--- config.mk ---
export PLATFORM = sky130hd
export DESIGN_NAME = cordic_output_stage_flat
export DESIGN_NICKNAME = d
export VERILOG_FILES = /design/src/rtl/cordic_pkg.sv /design/src/rtl/cordic_output_stage_if.sv /design/src/rtl/cordic_sample_fifo.sv /design/src/rtl/cordic_output_stage.sv /design/src/flat_wrapper.sv
export SDC_FILE = /design/constraint.sdc
export NUM_CORES = 1
export LEC_CHECK = 0
export CAP_MARGIN = 20
export CORE_UTILIZATION = 40
export CTS_BUF_LIST = sky130_fd_sc_hd__clkbuf_4 sky130_fd_sc_hd__clkbuf_8
export DETAILED_ROUTE_END_ITERATION = 6
export GPL_TIMING_DRIVEN = 0
export SYNTH_ARGS = -nofsm -noshare
export SYNTH_HDL_FRONTEND = slang
export SYNTH_HIERARCHICAL = 1
export SYNTH_SLANG_ARGS = --single-unit
--- constraint.sdc ---
create_clock -name clock -period 10.8 [get_ports clock]
set_clock_uncertainty 0.1 [all_clocks]
set_input_delay 1.08 -clock clock [delete_from_list [all_inputs] [get_ports clock]]
set_output_delay 1.08 -clock clock [all_outputs]
set_load 0.02 [all_outputs]
--- src/rtl/cordic_pkg.sv ---
// rtl/cordic_pkg.sv - shared types and helpers for the CORDIC output stage
package cordic_pkg;

  localparam int CORDIC_WIDTH = 16;

  typedef enum logic [1:0] {
    Q0 = 2'd0,
    Q1 = 2'd1,
    Q2 = 2'd2,
    Q3 = 2'd3
  } quad_t;

  typedef struct packed {
    logic signed [CORDIC_WIDTH-1:0] cos;
    logic signed [CORDIC_WIDTH-1:0] sin;
  } sample_t;

  // The most negative code has no positive twin, so it clamps to the largest positive code.
  function automatic logic signed [CORDIC_WIDTH-1:0] sat_neg(input logic signed [CORDIC_WIDTH-1:0] v);
    if (v == {1'b1, {(CORDIC_WIDTH-1){1'b0}}})
      return {1'b0, {(CORDIC_WIDTH-1){1'b1}}};
    return -v;
  endfunction

endpackage

--- src/rtl/cordic_output_stage_if.sv ---
// rtl/cordic_output_stage_if.sv - ready/valid sample stream toward the audio consumer
interface cordic_output_stage_if #(parameter int WIDTH = cordic_pkg::CORDIC_WIDTH);
  logic signed [WIDTH-1:0] cos_out;
  logic signed [WIDTH-1:0] sin_out;
  logic                    out_valid;
  logic                    out_ready;

  modport master (output cos_out, sin_out, out_valid, input out_ready);
  modport slave  (input cos_out, sin_out, out_valid, output out_ready);
endinterface

--- src/rtl/cordic_sample_fifo.sv ---
// rtl/cordic_sample_fifo.sv - synchronous FIFO of cos/sin samples, registered-head (no fall-through)
module cordic_sample_fifo
  import cordic_pkg::*;
#(
  parameter int DEPTH = 4
) (
  input  logic                     clock,
  input  logic                     reset,
  input  logic                     push,
  input  sample_t                  din,
  input  logic                     pop,
  output sample_t                  dout,
  output logic                     full,
  output logic                     empty,
  output logic [$clog2(DEPTH):0]   level
);

  localparam int PW = $clog2(DEPTH);
  localparam int LW = $clog2(DEPTH) + 1;

  sample_t       mem [DEPTH];
  logic [PW-1:0] wr_ptr;
  logic [PW-1:0] rd_ptr;
  logic          do_push;
  logic          do_pop;

  assign full    = (level == LW'(DEPTH));
  assign empty   = (level == '0);
  assign do_pop  = pop && !empty;
  // A full FIFO still accepts a push when the head leaves in the same cycle.
  assign do_push = push && (!full || do_pop);
  assign dout    = mem[rd_ptr];

  always_ff @(posedge clock or posedge reset) begin
    if (reset) begin
      wr_ptr <= '0;
      rd_ptr <= '0;
      level  <= '0;
      for (int i = 0; i < DEPTH; i++) mem[i] <= '0;
    end else begin
      if (do_push) begin
        mem[wr_ptr] <= din;
        wr_ptr      <= wr_ptr + 1'b1;
      end
      if (do_pop) rd_ptr <= rd_ptr + 1'b1;
      if (do_push && !do_pop)      level <= level + 1'b1;
      else if (do_pop && !do_push) level <= level - 1'b1;
    end
  end

endmodule

--- src/rtl/cordic_output_stage.sv ---
// rtl/cordic_output_stage.sv - quadrant correction with saturation, then buffered ready/valid output
module cordic_output_stage
  import cordic_pkg::*;
#(
  parameter int WIDTH = CORDIC_WIDTH,
  parameter int DEPTH = 4
) (
  input  logic                      clock,
  input  logic                      reset,
  input  logic signed [WIDTH-1:0]   x_in,
  input  logic signed [WIDTH-1:0]   y_in,
  input  logic signed [WIDTH-1:0]   z_in,
  input  logic [1:0]                quad_in,
  input  logic                      valid_in,
  cordic_output_stage_if.master     out_if,
  output logic                      overflow,
  input  logic                      clear_overflow,
  output logic [$clog2(DEPTH):0]    level
);

  sample_t corr;
  sample_t s1_sample;
  sample_t head;
  logic    s1_valid;
  logic    full;
  logic    empty;
  logic    pop;
  logic    drop;
  logic    unused_z;

  // The residual angle is carried by the pipeline but has no effect on the result.
  assign unused_z = ^z_in;

  always_comb begin
    corr = '0;
    case (quad_t'(quad_in))
      Q0: begin corr.cos = x_in;          corr.sin = y_in;          end
      Q1: begin corr.cos = sat_neg(y_in); corr.sin = x_in;          end
      Q2: begin corr.cos = sat_neg(x_in); corr.sin = sat_neg(y_in); end
      Q3: begin corr.cos = y_in;          corr.sin = sat_neg(x_in); end
    endcase
  end

  always_ff @(posedge clock or posedge reset) begin
    if (reset) begin
      s1_valid  <= 1'b0;
      s1_sample <= '0;
    end else begin
      s1_valid <= valid_in;
      if (valid_in) s1_sample <= corr;
    end
  end

  assign pop  = out_if.out_valid && out_if.out_ready;
  assign drop = s1_valid && full && !pop;

  cordic_sample_fifo #(.DEPTH(DEPTH)) u_fifo (
    .clock (clock),
    .reset (reset),
    .push  (s1_valid),
    .din   (s1_sample),
    .pop   (pop),
    .dout  (head),
    .full  (full),
    .empty (empty),
    .level (level)
  );

  assign out_if.out_valid = !empty;
  assign out_if.cos_out   = head.cos;
  assign out_if.sin_out   = head.sin;

  // A drop in the same cycle as a clear keeps the flag set so the loss is never missed.
  always_ff @(posedge clock or posedge reset) begin
    if (reset)               overflow <= 1'b0;
    else if (drop)           overflow <= 1'b1;
    else if (clear_overflow) overflow <= 1'b0;
  end

endmodule

--- src/flat_wrapper.sv ---
// flat-port wrapper written by rule: the top's interface ports become plain ports
module cordic_output_stage_flat import cordic_pkg::*;
#(
  parameter int WIDTH = CORDIC_WIDTH,
  parameter int DEPTH = 4
)
  (clock, reset, x_in, y_in, z_in, quad_in, valid_in, overflow, clear_overflow, level, out_if_cos_out, out_if_sin_out, out_if_out_valid, out_if_out_ready);
  cordic_output_stage_if #(.WIDTH(WIDTH)) out_if_i ();
  input  logic clock;
  input  logic reset;
  input  logic signed [WIDTH-1:0] x_in;
  input  logic signed [WIDTH-1:0] y_in;
  input  logic signed [WIDTH-1:0] z_in;
  input  logic [1:0] quad_in;
  input  logic valid_in;
  output logic overflow;
  input  logic clear_overflow;
  output logic [$clog2(DEPTH):0] level;
  output wire logic [$bits(out_if_i.cos_out)-1:0] out_if_cos_out;
  output wire logic [$bits(out_if_i.sin_out)-1:0] out_if_sin_out;
  output wire logic [$bits(out_if_i.out_valid)-1:0] out_if_out_valid;
  input wire logic [$bits(out_if_i.out_ready)-1:0] out_if_out_ready;
  assign out_if_cos_out = out_if_i.cos_out;
  assign out_if_sin_out = out_if_i.sin_out;
  assign out_if_out_valid = out_if_i.out_valid;
  assign out_if_i.out_ready = out_if_out_ready;
  cordic_output_stage #(.WIDTH(WIDTH), .DEPTH(DEPTH)) u_core (.clock(clock), .reset(reset), .x_in(x_in), .y_in(y_in), .z_in(z_in), .quad_in(quad_in), .valid_in(valid_in), .out_if(out_if_i), .overflow(overflow), .clear_overflow(clear_overflow), .level(level));
endmodule
==> results.toml <==
[timing]
tns_ps = 0
slew_headroom_pct = 38.40
fin_crit_sh_pct = 36.15
maxSlewViolCount = 0
finalWorstSetupSlack_ps = 6896
tightest_slew_ps = 920.6
rsz0062_at_grt = "false"
period_needed_ps = 3904
setup_viol = 0
whs_ps = 409.8
clock.fmax_mhz = 256.1
hold_viol_final = 0

[worst_setup_path]
cpMostUsedCell = "clkbuf_1"
r2r-start = "u_core/u_fifo/level[1]"
worstPathRequired_ps = 9620
critPathMaxFanout = 10
slowest_stage = "clkbuf_1"
path_cells = "clkbuf_1 > clkbuf_1 > mux4_2 > clkdlybuf4s50_1"
critPathBufInv = 3
critPathMaxStageDelay_ps = 640
r2r_cells = 8
r2r_setup_slack_ps = 7910
crit_family = "buffers and inverters"
reg2reg_to = "u_core/u_fifo/level[1]"
end_kind = "output port"
startpoint = "u_core/u_fifo/rd_ptr[1]"
cp-start-kind = "flop"
crit_arrival_ps = 2720
worstSetupPathType = "reg2out"

[synthesis]
syn_inst = 736
ys_seq_elements = 169
synth_top_area_share_pct = 46.91
syn_nets = 799
synth_ff_type = "dfrtp_1"
synthTopCellsByArea = "dfrtp_1, mux2_2, mux4_2"
ys.warnings.count = 6
synth_area_um2 = 9015
synth_common_cells = "dfrtp_1, mux2_2, nand2_1, nor2_1"
synthDistinctLibCells = 73
synthArstFlopShare_pct = 100.0
synth.avg_cell_area_um2 = 12.25
yosys.area.top_type = "dfrtp_1"
synth_most_common_cell = "dfrtp_1"
yosysSeqAreaShare_pct = 46.91
synth_edf_count = 0

[floorplan]
rows = 54
core_area_um2 = 21960
die_h_um = 152.1
floorplan.initialDensity_pct = 41.05
ios = 92
die_w_um = 152.1
die-area_um2 = 23140

[route]
ant_nets = 0
dr.first_iter.drc_count = 668
drt_pass1_iterations = 7
routedWlPerCell_um = 22.67
vias_per_cell = 5.962
drt-total-wl_um = 25120
vias = 6606
drc_errors = 8

[layout]
final_area_um2 = 10380
drive_gt1_share_pct = 28.38
final_nets = 878
syn_to_final_growth_pct = 15.16
n_antenna_cell = 0
fin_cells = 1108
fin_util_pct = 47.28

[clocking]
cts_inserted_buffers = 17
post_cts_buffers = 0
root_buffer = "clkbuf_8"
cts.path.max_buffers = 2
cts_resized = 0
clk_pin_slew_ps = 120
clock_latency_ps = 470
htreeDepth = 4
ctsHoldBuffers = 0
cts_tree = "yes"
cts_sinks = 169

[placement]
place_ws_ps = 6762
place_hpwl_um = 17580
gp_congestion = 0.9512
placed_area_um2 = 9988
numPortBuffers = 59
place_inst = 1076

[global_route]
grt_max_degree = 95
grt_pass1_vias = 6621
gr-total-overflow = 0
antenna_found_initial = 0
grt_usage_pct = 22.37
grt_pass1_wl_um = 39260

[pwr]
clockPowerShare_pct = 15.9
total_power_mw = 2.802
cellPowerDensity_nw_per_um2 = 269.9
seqPwrFrac_pct = 37.7
p_leak_nw = 4.142
ir_worst_vdd_v = 0.0001404
switching_share_pct = 35.48
intPower_mw = 1.808
combPwrFrac_pct = 46.4
power.switching_mw = 0.9939

[outcome]
violations = "design-rule violations"
status = "finished with violations"

[worst_hold_path]
holdPathStages = 1
holdPathEnd = "u_core/u_fifo/mem[55]"
hp-start = "u_core/u_fifo/mem[55]"
min_path_type = "reg2reg"

[run]
cap_viol_max_count = 0
-- sequential cells by signal, indices dropped and copies added (netlist names) --
register / flops
u_core/u_fifo/wr_ptr: 2
u_core/u_fifo/rd_ptr: 2
u_core/s1_valid: 1
u_core/u_fifo/mem: 128
u_core/overflow: 1
u_core/s1_sample: 32
u_core/u_fifo/level: 3
-- cell type report --
cell class / count / area, µm²
Buffer: 58 / 336.6
Clock buffer: 17 / 234.0
Clock inverter: 15 / 158.9
Fill cell: 2009 / 11580
Inverter: 22 / 87.58
Multi-Input combinational cell: 487 / 4367
Sequential cell: 169 / 4229
Tap cell: 280 / 350.3
Timing Repair Buffer: 60 / 618.1
-- power by group through the flow --
stage	Sequential, mW	Combinational (mW)	Clock [mW]
2_1_floorplan	1.02	0.899	0
3_3_place_gp	1.06	1.30	0
3_5_place_dp	1.07	1.32	0
4_1_cts	1.06	1.32	0.462
5_1_grt	1.09	1.39	0.484
6_report	1.06	1.30	0.446
-- worst reg2reg max path: stages, from the launching register on --
cell and delay (ps):
dfrtp_1 490, nor3_1 370, nor2b_1 180, nor4b_4 390
and2b_2 290, ha_1 220, inv_1 70, fa_1 400
mux2_2 260
-- how the worst max path moves through the flow --
stage	slack [ps]	cells after the start	end
after global placement	3760	2	u_core/u_fifo/level[2]
after global routing	6790	4	out_if_sin_out[10]
after floorplan	6010	1	u_core/u_fifo/level[0]
final	6900	4	out_if_sin_out[9]
after detailed placement	6760	9	u_core/s1_sample[7]
after CTS	6830	4	out_if_sin_out[9]
-- cell usage in the layout, fill, tap and decap left out, types with 8 or more instances in the layout --
cell type and instances:
dfrtp_1 169, mux2_2 131, clkdlybuf4s50_1 59, nand2_1 35, nor2_1 35, clkbuf_1 32
mux4_2 32, a21oi_1 20, inv_1 18, clkbuf_8 17, o21ai_0 16, nor3_1 15
mux2i_1 14, buf_6 14, xnor2_1 12, o21ai_1 12, nand3_1 11, a31oi_1 10
o221ai_1 9, o2bb2ai_1 8, xor2_1 8, buf_2 8
-- cell families after synthesis --
kind of cell               share of synthesized area, %
AOI/OAI and AO/OA                                 9.827
xor gates and xnor gates                          1.943
adders and majority gates                         1.194
buffers and inverters                             4.650
DFF                                               46.91
muxes                                             26.04
and+or+nand+nor                                   9.438
-- layer usage --
| layer | routed length (µm) | global-route usage, % | vias to the layer above |
|---|---|---|---|
| met5 | 0 | 0 | - |
| met4 | 782 | 10.06 | 0 |
| met2 | 11540 | 34.01 | 305 |
| met3 | 1890 | 4.507 | 60 |
| li1 | - | - | 2915 |
| met1 | 10910 | 30.91 | 3326 |
(Power assumes the default switching activity.)
